[src/rtl/lsu_pkg.sv]
// Shared encodings for the load/store initiator: op codes, exception codes and FSM states.
// Op bits [1:0] give the access size, bit 2 selects zero-extension and bit 3 marks a store.
package lsu_pkg;

  localparam logic [3:0] OP_LB  = 4'd0;
  localparam logic [3:0] OP_LH  = 4'd1;
  localparam logic [3:0] OP_LW  = 4'd2;
  localparam logic [3:0] OP_LBU = 4'd4;
  localparam logic [3:0] OP_LHU = 4'd5;
  localparam logic [3:0] OP_SB  = 4'd8;
  localparam logic [3:0] OP_SH  = 4'd9;
  localparam logic [3:0] OP_SW  = 4'd10;

  localparam logic [1:0] EXC_NONE    = 2'b00;
  localparam logic [1:0] EXC_LD_MIS  = 2'b01;
  localparam logic [1:0] EXC_ST_MIS  = 2'b10;
  localparam logic [1:0] EXC_ILLEGAL = 2'b11;

  typedef enum logic [1:0] {
    ST_IDLE   = 2'd0,
    ST_ACCESS = 2'd1,
    ST_RESP   = 2'd2
  } lsu_state_e;

  function automatic logic op_legal(input logic [3:0] op);
    case (op)
      OP_LB, OP_LH, OP_LW, OP_LBU, OP_LHU, OP_SB, OP_SH, OP_SW: op_legal = 1'b1;
      default:                                                  op_legal = 1'b0;
    endcase
  endfunction

  function automatic logic op_misaligned(input logic [3:0] op, input logic [1:0] addr_lo);
    case (op[1:0])
      2'd1:    op_misaligned = addr_lo[0];
      2'd2:    op_misaligned = (addr_lo != 2'b00);
      default: op_misaligned = 1'b0;
    endcase
  endfunction

endpackage

[src/rtl/lsu_lane_align.sv]
// Byte-lane steering for a 32-bit little-endian RAM port: store lane selects and
// replication, plus load lane extraction with sign/zero extension.
module lsu_lane_align
  import lsu_pkg::*;
(
  input  logic [2:0]  size_op,
  input  logic [1:0]  addr_lo,
  input  logic [31:0] wdata,
  input  logic [31:0] rdata,
  output logic [3:0]  sel,
  output logic [31:0] wdata_rep,
  output logic [31:0] load_data
);

  logic [7:0]  byte_v;
  logic [15:0] half_v;

  assign byte_v = rdata[{addr_lo, 3'b000} +: 8];
  assign half_v = addr_lo[1] ? rdata[31:16] : rdata[15:0];

  // size_op[2] set means zero-extend (LBU/LHU)
  always_comb begin
    sel       = 4'b0000;
    wdata_rep = '0;
    load_data = '0;
    case (size_op[1:0])
      2'd0: begin
        sel       = 4'b0001 << addr_lo;
        wdata_rep = {4{wdata[7:0]}};
        load_data = size_op[2] ? {24'b0, byte_v} : {{24{byte_v[7]}}, byte_v};
      end
      2'd1: begin
        sel       = addr_lo[1] ? 4'b1100 : 4'b0011;
        wdata_rep = {2{wdata[15:0]}};
        load_data = size_op[2] ? {16'b0, half_v} : {{16{half_v[15]}}, half_v};
      end
      default: begin
        sel       = 4'b1111;
        wdata_rep = wdata;
        load_data = rdata;
      end
    endcase
  end

endmodule

[src/rtl/lsu_mem_initiator.sv]
// Non-pipelined load/store initiator: one op in flight, one RAM bus cycle per legal op.
//   state     | meaning
//   ST_IDLE   | ready for a new op (once out of reset)
//   ST_ACCESS | single RAM bus cycle; load data captured at its closing edge
//   ST_RESP   | response presented and held until resp_ready or flush
module lsu_mem_initiator
  import lsu_pkg::*;
#(
  parameter int ADDR_W = 32,
  parameter int DATA_W = 32,
  parameter int RD_W   = 5
) (
  input  logic              clk,
  input  logic              rst_n,
  input  logic              req_valid,
  output logic              req_ready,
  input  logic [3:0]        req_op,
  input  logic [ADDR_W-1:0] req_addr,
  input  logic [DATA_W-1:0] req_wdata,
  input  logic [RD_W-1:0]   req_rd,
  input  logic              flush,
  output logic              resp_valid,
  input  logic              resp_ready,
  output logic [DATA_W-1:0] resp_rdata,
  output logic [RD_W-1:0]   resp_rd,
  output logic              resp_we,
  output logic [1:0]        resp_exc,
  output logic [ADDR_W-1:0] resp_badaddr,
  output logic              ram_ce,
  output logic              ram_we,
  output logic [ADDR_W-1:0] ram_addr,
  output logic [3:0]        ram_sel,
  output logic [DATA_W-1:0] ram_wdata,
  input  logic [DATA_W-1:0] ram_rdata
);

  lsu_state_e        state_q, state_d;
  logic              ready_en_q;
  logic              accept;
  logic [1:0]        req_exc;
  logic [3:0]        op_q;
  logic [ADDR_W-1:0] addr_q;
  logic [DATA_W-1:0] wdata_q;
  logic [RD_W-1:0]   rd_q;
  logic [3:0]        lane_sel;
  logic [DATA_W-1:0] lane_wdata;
  logic [DATA_W-1:0] load_data;
  logic              in_access;

  always_comb begin
    req_exc = EXC_NONE;
    if (!op_legal(req_op))
      req_exc = EXC_ILLEGAL;
    else if (op_misaligned(req_op, req_addr[1:0]))
      req_exc = req_op[3] ? EXC_ST_MIS : EXC_LD_MIS;
  end

  always_ff @(posedge clk or negedge rst_n) begin
    if (!rst_n) state_q <= ST_IDLE;
    else        state_q <= state_d;
  end

  // ready_en_q keeps req_ready low until the first edge after reset release
  always_comb begin
    state_d    = state_q;
    req_ready  = 1'b0;
    resp_valid = 1'b0;
    accept     = 1'b0;
    case (state_q)
      ST_IDLE: begin
        req_ready = ready_en_q;
        if (ready_en_q && req_valid && !flush) begin
          accept  = 1'b1;
          state_d = (req_exc != EXC_NONE) ? ST_RESP : ST_ACCESS;
        end
      end
      ST_ACCESS: state_d = flush ? ST_IDLE : ST_RESP;
      ST_RESP: begin
        resp_valid = 1'b1;
        if (flush || resp_ready) state_d = ST_IDLE;
      end
      default: state_d = ST_IDLE;
    endcase
  end

  lsu_lane_align u_lane_align (
    .size_op   (op_q[2:0]),
    .addr_lo   (addr_q[1:0]),
    .wdata     (wdata_q),
    .rdata     (ram_rdata),
    .sel       (lane_sel),
    .wdata_rep (lane_wdata),
    .load_data (load_data)
  );

  assign in_access = (state_q == ST_ACCESS);
  assign ram_ce    = in_access;
  assign ram_we    = in_access & op_q[3];
  assign ram_addr  = in_access ? {addr_q[ADDR_W-1:2], 2'b00} : '0;
  assign ram_sel   = in_access ? lane_sel : 4'b0000;
  assign ram_wdata = in_access ? lane_wdata : '0;

  always_ff @(posedge clk or negedge rst_n) begin
    if (!rst_n) begin
      ready_en_q   <= 1'b0;
      op_q         <= '0;
      addr_q       <= '0;
      wdata_q      <= '0;
      rd_q         <= '0;
      resp_rdata   <= '0;
      resp_rd      <= '0;
      resp_we      <= 1'b0;
      resp_exc     <= EXC_NONE;
      resp_badaddr <= '0;
    end else begin
      ready_en_q <= 1'b1;
      if (accept) begin
        op_q    <= req_op;
        addr_q  <= req_addr;
        wdata_q <= req_wdata;
        rd_q    <= req_rd;
        if (req_exc != EXC_NONE) begin
          resp_rdata   <= '0;
          resp_rd      <= req_rd;
          resp_we      <= 1'b0;
          resp_exc     <= req_exc;
          resp_badaddr <= req_addr;
        end
      end
      // a flushed access still hits the RAM but leaves the response registers alone
      if (in_access && !flush) begin
        resp_rdata   <= op_q[3] ? '0 : load_data;
        resp_rd      <= rd_q;
        resp_we      <= !op_q[3];
        resp_exc     <= EXC_NONE;
        resp_badaddr <= '0;
      end
      if (state_q == ST_RESP && (flush || resp_ready))
        resp_we <= 1'b0;
    end
  end

endmodule

[config.mk]
export PLATFORM = sky130hd
export DESIGN_NAME = lsu_mem_initiator
export DESIGN_NICKNAME = d
export VERILOG_FILES = /design/src/rtl/lsu_pkg.sv /design/src/rtl/lsu_lane_align.sv /design/src/rtl/lsu_mem_initiator.sv
export SDC_FILE = /design/constraint.sdc
export NUM_CORES = 1
export LEC_CHECK = 0
export CAP_MARGIN = 20
export CORE_ASPECT_RATIO = 1.1
export CORE_UTILIZATION = 48
export CTS_BUF_LIST = sky130_fd_sc_hd__clkbuf_8
export CTS_CLUSTER_SIZE = 30
export DETAILED_ROUTE_END_ITERATION = 12
export PLACE_DENSITY = 0.83
export SYNTH_ARGS = -nofsm -noshare
export SYNTH_HDL_FRONTEND = slang
export SYNTH_HIERARCHICAL = 1
export SYNTH_SLANG_ARGS = --single-unit
[constraint.sdc]
create_clock -name clk -period 2.4 [get_ports clk]
set_clock_uncertainty 0.05 [all_clocks]
set_input_delay 0.48 -clock clk [delete_from_list [all_inputs] [get_ports clk]]
set_output_delay 0.48 -clock clk [all_outputs]
set_load 0.05 [all_outputs]
Word level (Yosys, flattened, before mapping)
Memories as Yosys holds them, arrays and structs flattened.
Cells that the tools add are included.
{ "word_totals": {"inputBits": 110, "memories": 1, "romBits": 16, "reg_bits": 148, "out_inout_bits": 144, "elab_cells": 81} }
{ "memory_table": {"columns": ["memory", "words", "word_bits", "rd", "rd_ports_with_merged_regs", "write_ports", "line_no", "source"], "rows": [
  ["(name not given)", 16, 1, 1, 0, 0, "lsu_pkg.sv:26", "case (op)"]
]} }
{ "classes": {"n_shift": 2, "n_reduce_logical": 18, "mux": 41, "eq_ne": 7, "bitwise_logic": 1} }
{ "op_table": {"columns": ["operator", "n"], "rows": [
  ["$mux 32", 11],
  ["$pmux 32 s2", 2],
  ["$shiftx 32x6->8", 1],
  ["$mux 2", 10],
  ["$mux 16", 1],
  ["$mux 5", 3],
  ["$mux 1", 9],
  ["$mux 4", 2],
  ["$pmux 4 s2", 1],
  ["$reduce_bool 2->1", 4],
  ["$eq 2x1->1 const B", 3],
  ["$pmux 2 s3", 1],
  ["$reduce_and 2->1", 3],
  ["$reduce_bool 3->1", 2],
  ["$eq 2x2->1 const B", 2],
  ["$logic_and 1x1->1", 4],
  ["$logic_not 2->1", 2],
  ["$ne 2x2->1 const B", 2],
  ["$shl 1x2->4 const A", 1],
  ["$logic_not 1->1", 2],
  ["$pmux 1 s2", 1],
  ["$and 1x1->1", 1],
  ["$logic_or 1x1->1", 1]
]} }

Logic depth before layout (Yosys ltp)
Gate-level depths: netlist of the first run.
{ "logic_depth": {"word_depth": 10, "ltp_mapped": 8, "depth_no_buf": 6} }

Hierarchy
The synthesis of the first run kept the hierarchy.
{ "modules_own_cells": {"columns": ["module", "area_each_um2", "cells_per_inst", "n_inst", "seq_area_each_um2"], "rows": [
  ["lsu_mem_initiator", 6349.8, 623, 1, 3703.6],
  ["lsu_lane_align", 1291.2, 171, 1, 0.0]
]} }

Worst setup path before layout of the first run
OpenSTA, ideal clock, no wires.
{ "synth_path": {"path_type": "register -> output", "startpoint": "reg state_q[1]", "endpoint": "out ram_wdata[22]", "stages_incl_launch_ff": 4, "arrival_time_ns": 1.685, "slack_ns": 0.185, "required_time_ns": 1.870, "n_path_buf": 1, "path_cell_list": "dfrtp_1 -> nor2b_4 -> clkbuf_1 -> and2_1"} }
{ "synth_via": {"elab_chain_len": 2} }
{ "synth_rtl": {"columns": ["item", "line_no", "source"], "rows": [
  ["from (decl)", "lsu_mem_initiator.sv:37", "lsu_state_e state_q, state_d;"],
  ["from (signal assigned)", "lsu_mem_initiator.sv:60", "else state_q <= state_d;"],
  ["$eq 2x1->1", "lsu_mem_initiator.sv:96", "assign in_access = (state_q == ST_ACCESS);"],
  ["named net ram_ce", "lsu_mem_initiator.sv:29", "output logic ram_ce,"],
  ["$mux 32", "lsu_mem_initiator.sv:101", "assign ram_wdata = in_access ? lane_wdata : '0;"],
  ["to (decl)", "lsu_mem_initiator.sv:33", "output logic [DATA_W-1:0] ram_wdata,"]
]} }
The timed path passes the listed nets, and every way through them passes these cells.

Worst setup path after layout of the first run
{ "layout_path": {"startpoint": "reg op_q[1]", "endpoint": "out ram_wdata[13]"} }
{ "layout_via": {"elab_chain_len": 3, "elab_cells_between_ends": 4, "classes_between": "1 x eq/ne; 2 x mux; 1 x reduce/logical"} }
{ "layout_rtl": {"columns": ["item", "line_no", "source"], "rows": [
  ["from (decl)", "lsu_mem_initiator.sv:41", "logic [3:0] op_q;"],
  ["from (signal assigned)", "lsu_mem_initiator.sv:118", "op_q <= req_op;"],
  ["$eq 2x1->1 / $logic_not 2->1 (equally long branches)", "lsu_lane_align.sv:26", "case (size_op[1:0])"],
  ["$pmux 32 s2 (*)", "lsu_lane_align.sv:26", null],
  ["named net lane_wdata[13]", "lsu_mem_initiator.sv:46", "logic [DATA_W-1:0] lane_wdata;"],
  ["$mux 32 (*)", "lsu_mem_initiator.sv:101", null]
]} }
Mark *: on every way through the listed nets, which the timed path passes. The rest lies on a longest branch.

==> reports/results.ini, run 1 <==
[status]
run_status = finished, final reports clean

[timing]
fin_ws_ns = 0.0449
min_period_ns = 2.36
fin_crit_sh_pct = 98.1
setup_viol = 0
tns_ns = 0
whs_ns = 0.420
rsz0062_at_grt = yes
slew-limit-headroom_pct = 54.6
tightest_slew_ns = 0.680
fmax_ghz = 0.425
finalHoldViolations = 0
slew_violations = 0

[cts]
clkSinkCount = 148
cts_buffer_depth = 2
cts_tree = yes
htreeDepth = 4
clockRootBuffer = clkbuf_8
cts.clk_slew.worst_paths_ns = 0.08
clock_latency_ns = 0.44
cts_inserted_buffers = 17

[logic_synthesis]
synth_top_family_by_area = simple AND/OR/NAND/NOR gates
ys_seq_area_share_pct = 48.5
synthTopCellsByArea = dfrtp_1, nand2_1, and2_1, a22o_1, a31o_1
avgSynthCellArea_um2 = 9.62
async_flop_share_pct = 100
netlist_top_cells_count = nand2_1, dfrtp_1, and2_1, and3_1, a22o_1
synth_top_area_share_pct = 48.5
synth_most_common_cell = nand2_1
synth_fa_ha_area_share_pct = 0.491
synth-simple-area-share_pct = 24.3
synth.mux.area_fraction_pct = 5.29
synth_xor_area_share_pct = 0
ys.warnings.count = 6
synth_cell_types = 48
syn_area_um2 = 7640
synth-main-ff-cell = dfrtp_1
netlist_instances = 794
synth_compound_area_share_pct = 14.9
ys_ff_latch = 148
netlist.top_cell.by_area = dfrtp_1
synth_edf_count = 0

[floorplan]
ios = 254
coreArea_um2 = 15600
initial_core_util_pct = 48.9
die_y_um = 134
die_area_um2 = 16400
die_w_um = 122
num_rows = 48

[layout]
diodes = 0
area_growth_pct = 50.8
drive_gt1_share_pct = 18.4
nNetsFinal = 1149
final_util_pct = 73.8
nFillCells = 1097
instances_no_fill = 1249
fin_area_um2 = 11500

[global_routing]
grt_pass1_wl_um = 36600
grt_pass1_vias = 7035
grt_max_degree = 60
antenna_found_initial = 0
grtUsageTotal_pct = 28.6
grt_overflow = 0

[worst_hold_path]
hold_path_depth = 2
hold_class = flop to flop

[drt]
drc = 0
via_per_inst = 5.47
drt_wl_total_um = 22400
wl_per_cell_um = 17.9
drtIter0Drc = 594
drtAntennaViolNets = 0
first_pass_iters = 7
num_vias = 6828

[setup_path]
required_ns = 1.87
crit_buf_inv = 1
r2r_start = addr_q[1]
worstPathMaxFanout = 9
critical-path-top-delay-family = simple AND/OR/NAND/NOR gates
startpoint_type = flop
cp-end-kind = output port
critPathLaunch = op_q[1]
cp.depth = 4
crit_chain = or2_4, mux2_4, and2_1, buf_12
regToRegSetupSlack_ns = 0.46
critPathSlowestCell = dfrtp_2
critical_path_class = flop to output port
rr_worst_depth = 5
endpoint = ram_wdata[13]
arrival_ns = 1.83
cp_slowest_stage_delay_ns = 0.43
reg2reg_to = resp_rdata[4]

[pwr]
clockPowerShare_pct = 21.0
p_switching_mw = 3.29
pwr-share-comb_pct = 39.8
intPower_mw = 5.18
p_leak_nw = 5.40
power.density_nw_per_um2 = 735
p_sw_share_pct = 38.8
ir_drop_mv = 0.544
finalPower_mw = 8.47
seq_power_share_pct = 39.2

[placed_design]
place.gp.congestion = 0.828
place_ws_ns = -0.250
dp_cells = 1211
hpwl_um = 15800
postPlaceCellArea_um2 = 11100
port_buffers = 251

[run]
maxCapViolations = 0

-- tightest hold or removal path, cell delays in order, from the launching register on --
cell and delay (ns):
dfrtp_1 0.34, nand2_1 0.05, nand2_1 0.06
-- cell usage in the layout (no fill, tap or decap), drive strengths merged, types with 19 or more instances in the layout --
master	Yosys	layout
nand2	232	232
clkdlybuf4s50	0	180
dfrtp	148	148
buf	46	117
and2	70	70
and3	37	37
a31o	33	33
a22o	32	32
nor2b	22	22
clkbuf	30	19
mux2	19	19
-- metal layers --
metal / vias up / wire [µm] / global-route usage [%] / part of all wire, %
met4: 0 / 478 / 10.4 / 2.1
li1: 3177 / - / - / -
met1: 3298 / 8830 / 35.7 / 39
met3: 36 / 1880 / 6.76 / 8.4
met2: 317 / 11200 / 47.8 / 50
met5: - / 0 / 0 / 0
-- worst min path at each step --
stage	from	endpoint
floorplan	rst_n	addr_q[0]
global placement	addr_q[21]	addr_q[21]
detailed placement	addr_q[9]	addr_q[9]
CTS	addr_q[29]	addr_q[29]
global route	addr_q[4]	addr_q[4]
finish	addr_q[24]	addr_q[24]
-- power groups by stage --
stage | Sequential [mW] | Combinational, mW | Clock [mW]
after global routing | 3.38 | 3.59 | 1.92
after detailed placement | 3.35 | 3.32 | 0
after floorplan | 4.11 | 1.35 | 0
after global placement | 3.34 | 3.25 | 0
after CTS | 3.31 | 3.34 | 1.82
final | 3.32 | 3.37 | 1.78
-- area by class of cell --
| class | count | area [µm²] | share of cell area, % |
|---|---|---|---|
| well taps | 200 | 250 | 2.17 |
| inverters | 6 | 26.3 | 0.228 |
| clock buffers | 19 | 262 | 2.27 |
| repair buffers | 298 | 3700 | 32.1 |
| multi-input cells | 565 | 3480 | 30.2 |
| clock inverters | 13 | 98.8 | 0.858 |
| flip-flops and latches | 148 | 3710 | 32.2 |
-- logic make-up (layout without fill, tap and decap cells) --
logic type | after synthesis | in the layout
simple gates | 387 | 387
flops | 148 | 148
compound gates | 137 | 137
buf+inv | 82 | 336
mux | 35 | 35
fa+ha+maj | 3 | 3
other cells | 2 | 3
-- flip-flops by register name, summed over array words and instances (netlist names) --
signal	count
resp_rd	5
op_q	4
resp_rdata	32
resp_badaddr	32
resp_exc	2
resp_we	1
wdata_q	32
ready_en_q	1
state_q	2
addr_q	32
rd_q	5
-- timing repair --
item	4_1_cts	5_1_grt
setup endpoints to repair	20	44
hold buffers	1	0
hold endpoints to repair	52	0
buffers inserted	0	5
gates resized for setup	6	7
pin swaps	0	1
cloned	0	0
(Power assumes the default switching activity.)
==> inputs of run 2 (changes only) <==
- SKIP_CTS_REPAIR_TIMING: not set -> 1
==> reports/results.ini, run 2 (synthesized netlist as in run 1, its figures left out) <==
[global_routing]
grt_pass1_vias = 7018  ; -0.24%
grt_overflow = 0  ; unchanged
grtUsageTotal_pct = 28.4  ; -0.17 points
antenna_found_initial = 0  ; unchanged
grt_pass1_wl_um = 36500  ; -0.36%
grt_max_degree = 60  ; unchanged

[pwr]
ir_drop_mv = 0.543  ; about the same
p_sw_share_pct = 38.8  ; about the same
clockPowerShare_pct = 21.0  ; about the same
finalPower_mw = 8.47  ; about the same
pwr-share-comb_pct = 39.9  ; about the same
seq_power_share_pct = 39.2  ; about the same
power.density_nw_per_um2 = 735  ; about the same
p_leak_nw = 5.41  ; about the same
intPower_mw = 5.18  ; about the same
p_switching_mw = 3.29  ; about the same

[floorplan]
num_rows = 48  ; unchanged
die_area_um2 = 16400  ; unchanged
ios = 254  ; unchanged
die_y_um = 134  ; unchanged
initial_core_util_pct = 48.9  ; unchanged
die_w_um = 122  ; unchanged
coreArea_um2 = 15600  ; unchanged

[timing]
fmax_ghz = 0.425  ; about the same
setup_viol = 0  ; unchanged
finalHoldViolations = 0  ; unchanged
min_period_ns = 2.35  ; -0.00191 ns
fin_crit_sh_pct = 98.0  ; about the same
slew-limit-headroom_pct = 54.1  ; -0.49 points
fin_ws_ns = 0.0468  ; +0.00191 ns
slew_violations = 0  ; unchanged
tightest_slew_ns = 0.687  ; +0.00736 ns

[setup_path]
r2r_start = addr_q[1]
required_ns = 1.87  ; about the same
cp-end-kind = output port
reg2reg_to = resp_rdata[4]
cp_slowest_stage_delay_ns = 0.44  ; about the same
crit_chain = or2_4, mux2_4, and2_1, buf_12
rr_worst_depth = 5  ; unchanged
critical-path-top-delay-family = simple AND/OR/NAND/NOR gates
critPathSlowestCell = dfrtp_2
worstPathMaxFanout = 9  ; unchanged
startpoint_type = flop
crit_buf_inv = 1  ; unchanged
arrival_ns = 1.82  ; about the same
regToRegSetupSlack_ns = 0.38  ; -0.08 ns
critical_path_class = flop to output port

[cts]
clock_latency_ns = 0.44  ; about the same
clkSinkCount = 148  ; unchanged
cts_buffer_depth = 2  ; unchanged
cts_inserted_buffers = 17  ; unchanged
cts_tree = yes
htreeDepth = 4  ; unchanged
clockRootBuffer = clkbuf_8
cts.clk_slew.worst_paths_ns = 0.08  ; about the same

[run]
maxCapViolations = 0  ; unchanged

[drt]
num_vias = 6785  ; -0.63%
first_pass_iters = 5  ; -2
drt_wl_total_um = 22300  ; -0.27%
via_per_inst = 5.43  ; -0.71%
wl_per_cell_um = 17.8  ; -0.35%
drtAntennaViolNets = 0  ; unchanged
drc = 0  ; unchanged
drtIter0Drc = 611  ; +2.9%

[placed_design]
hpwl_um = 15800  ; unchanged
port_buffers = 251  ; unchanged
place.gp.congestion = 0.828  ; unchanged
place_ws_ns = -0.250  ; unchanged

[layout]
final_util_pct = 73.8  ; about the same
nFillCells = 1091  ; -0.55%
nNetsFinal = 1150  ; +0.087%
final_cell_mix = nand2_1, clkdlybuf4s50_1, dfrtp_1
mostFrequentLayoutCell = nand2_1
multi_input_area_um2 = 3480  ; unchanged
ff_latch_area_um2 = 3710  ; about the same
diodes = 0  ; unchanged
area_growth_pct = 50.9  ; about the same
drive_gt1_share_pct = 18.5  ; +0.078 points

[status]
run_status = finished, final reports clean

[worst_hold_path]
hold_path_end = addr_q[24]
holdCritStartpoint = addr_q[24]
hold_class = flop to flop
hold_path_depth = 2  ; unchanged

run 2: cell type report:
type	count	share of cell area, %
sequential	148	32.1
multi-input combinational	565	30.2
clock buffer	19	2.27
clock inverter	13	0.857
inverter	6	0.228
timing repair buffer	299	32.2
tap	200	2.17
run 2: worst max-delay path by stage:
stage                       end        from  cells after the start  slack, ns
2_1_floorplan     ram_wdata[22]  state_q[1]                      3       0.19
3_3_place_gp   resp_badaddr[20]   req_op[0]                      9      -0.12
3_5_place_dp   resp_badaddr[10]   req_op[0]                      9      -0.25
4_1_cts              ram_sel[0]     op_q[1]                      4      -0.20
5_1_grt              ram_sel[3]   addr_q[1]                      4     -0.007
6_report          ram_wdata[12]     op_q[1]                      4       0.05
run 2: power by group through the flow:
| stage | registers [mW] | logic (mW) | clock network (mW) |
|---|---|---|---|
| floorplan | 4.11 | 1.35 | 0 |
| global placement | 3.34 | 3.25 | 0 |
| detailed placement | 3.35 | 3.32 | 0 |
| CTS | 3.31 | 3.32 | 1.82 |
| global route | 3.38 | 3.60 | 1.91 |
| finish | 3.32 | 3.38 | 1.78 |
run 2: tightest hold or removal path, cell delays in order, from the launching register on:
cell and delay (ns):
dfrtp_1 0.34, nand2_1 0.05, nand2_1 0.06
run 2: per-stage QoR:
stage / instance area [µm²] / TNS [ns] / hold WS (ns) / std cells
floorplan: 7640 / 0 / 0.134 / 795
global placement: 11100 / -6.23 / 0.399 / 1211
detailed placement: 11100 / -12.36 / 0.404 / 1211
CTS: 11400 / -3.03 / -0.0654 / 1243
global route: 11500 / -0.0205 / 0.449 / 1250
finish: 11500 / 0 / 0.420 / 1250
run 2: routing by layer:
layer | routed length, µm | global-route usage, %
met1 | 8960 | 35.4
met2 | 11000 | 47.4
met3 | 1810 | 7.06
met4 | 519 | 10.1
met5 | 0 | 0
==> inputs of run 3 (changes only) <==
- CTS_CLUSTER_SIZE: 30 -> not set
- clock period: 2.4 -> 2.2 ns (I/O delays scaled with it)
==> reports/results.ini, run 3 (synthesized netlist as in run 1, its figures left out) <==
[drt]
drtAntennaViolNets = 0  ; unchanged
first_pass_iters = 5  ; unchanged
drtIter0Drc = 498  ; -18%
maxUsedRoutingLayer = met4
drt_wl_total_um = 24400  ; +9.5%
wl_met3_um = 2050  ; +13%
wl_per_cell_um = 19.3  ; +8.0%
via_per_inst = 5.56  ; +2.5%
drc = 0  ; unchanged
wl_met2_um = 12300  ; +11%
num_vias = 7054  ; +4.0%
wl_met1_um = 9450  ; +5.5%

[floorplan]
coreArea_um2 = 15600  ; unchanged
initial_core_util_pct = 48.9  ; unchanged
die_area_um2 = 16400  ; unchanged
num_rows = 48  ; unchanged
die_w_um = 122  ; unchanged
die_y_um = 134  ; unchanged
ios = 254  ; unchanged

[layout]
drive_gt1_share_pct = 22.4  ; +3.9 points
instances_no_fill = 1268  ; +1.4%
mostFrequentLayoutCell = nand2_1
diodes = 0  ; unchanged
area_growth_pct = 56.3
nNetsFinal = 1168  ; +1.6%
final_cell_mix = nand2_1, clkdlybuf4s50_1, dfrtp_1
final_util_pct = 76.5  ; +2.7 points

[cts]
cts.clk_slew.worst_paths_ns = 0.09  ; about the same
cts_buffer_depth = 2  ; unchanged
clock_latency_ns = 0.46  ; +0.02 ns
cts_inserted_buffers = 17  ; unchanged
clkSinkCount = 148  ; unchanged
clockRootBuffer = clkbuf_8
cts_tree = yes
htreeDepth = 4  ; unchanged

[setup_path]
regToRegSetupSlack_ns = 0.26  ; -0.12 ns
startpoint_type = flop
worstPathMaxFanout = 5  ; -4
arrival_ns = 1.82  ; about the same
rr_worst_depth = 8  ; +3
critical_path_class = flop to output port
cp-end-kind = output port
required_ns = 1.71  ; -0.16 ns

[status]
violations = setup timing
run_status = finished, violations left

[worst_hold_path]
hold_class = primary input to async pin

[timing]
fin_ws_ns = -0.114  ; -0.161 ns
setup_viol = 25  ; +25
finalHoldViolations = 0  ; unchanged
tightest_slew_ns = 0.585  ; -0.102 ns
fmax_ghz = 0.432
fin_crit_sh_pct = 105
min_period_ns = 2.31
rsz0062_at_grt = yes
slew-limit-headroom_pct = 60.8  ; +6.7 points
slew_violations = 0  ; unchanged

[pwr]
power.density_nw_per_um2 = 812  ; +11%
finalPower_mw = 9.70  ; +15%
ir_drop_mv = 0.524  ; -3.5%
p_leak_nw = 5.82  ; +7.6%

[global_routing]
antenna_found_initial = 0  ; unchanged
grt_max_degree = 48  ; -20%
grt_pass1_wl_um = 36100  ; -1.1%
grt_overflow = 0  ; unchanged
grtUsageTotal_pct = 28.5  ; +0.14 points
grt_pass1_vias = 6871  ; -2.1%

[run]
maxCapViolations = 0  ; unchanged

[placed_design]
port_buffers = 251  ; unchanged
dp_cells = 1221  ; +0.83%
hpwl_um = 16000  ; +1.4%
place.gp.congestion = 0.818  ; -1.2%

==> run 3: changes by cell type in the layout (fill, tap and decap cells not counted), moves of 4 or more <==
| cell | change |
|---|---|
| buf_6 | +5 |
| buf_4 | +6 |
| clkinvlp_4 | -4 |
| dlymetal6s2s_1 | +15 |
| clkdlybuf4s50_1 | -15 |
| and2_1 | -25 |
| and2_4 | +25 |
==> run 3: worst max-delay path, cell delays in order, from the launching register on <==
cell	delay [ns]
dfrtp_2	0.46
or2_4	0.31
mux2_4	0.31
and2_4	0.14
buf_12	0.14
==> run 3: worst paths after layout <==
path                            start              to
setup / recovery              op_q[1]   ram_wdata[14]
hold / removal                  rst_n     wdata_q[20]
setup reg to reg           state_q[0]  resp_rdata[16]
hold reg to reg             addr_q[4]       addr_q[4]
max in group asynchronous       rst_n  resp_rdata[28]
min in group clk            addr_q[4]       addr_q[4]
==> run 3: final cells by class <==
type	instances	area, µm²
multi-input combinational	566	3570
sequential	148	3710
inverter	6	22.5
clock inverter	14	175
fill	1016	3670
clock buffer	18	248
timing repair buffer	316	3970
tap	200	250
==> run 3: stage by stage <==
| step | setup WS, ns | hold WS [ns] | area [µm²] | TNS (ns) |
|---|---|---|---|---|
| 6_report | -0.114 | 0.406 | 11900 | -1.86 |
| 5_1_grt | -0.173 | 0.427 | 11900 | -4.23 |
| 4_1_cts | -0.386 | -0.174 | 11600 | -5.65 |
| 3_5_place_dp | -0.355 | 0.332 | 11200 | -22.25 |
| 3_3_place_gp | -0.283 | 0.338 | 11200 | -17.91 |
| 2_1_floorplan | 0.00841 | 0.0944 | 7640 | 0 |
==> run 3: report_power, final <==
part / internal (mW) / switching, mW / total [mW]
combinational: 1.60 / 2.18 / 3.78
clock: 1.16 / 1.13 / 2.29
sequential: 3.25 / 0.382 / 3.63
total: 6.01 / 3.69 / 9.70
==> run 3: per-layer routing <==
| layer | track usage [%] | up-vias |
|---|---|---|
| met5 | 0 | - |
| li1 | - | 3220 |
| met3 | 7.57 | 50 |
| met1 | 35.2 | 3440 |
| met4 | 11.2 | 0 |
| met2 | 47.3 | 344 |
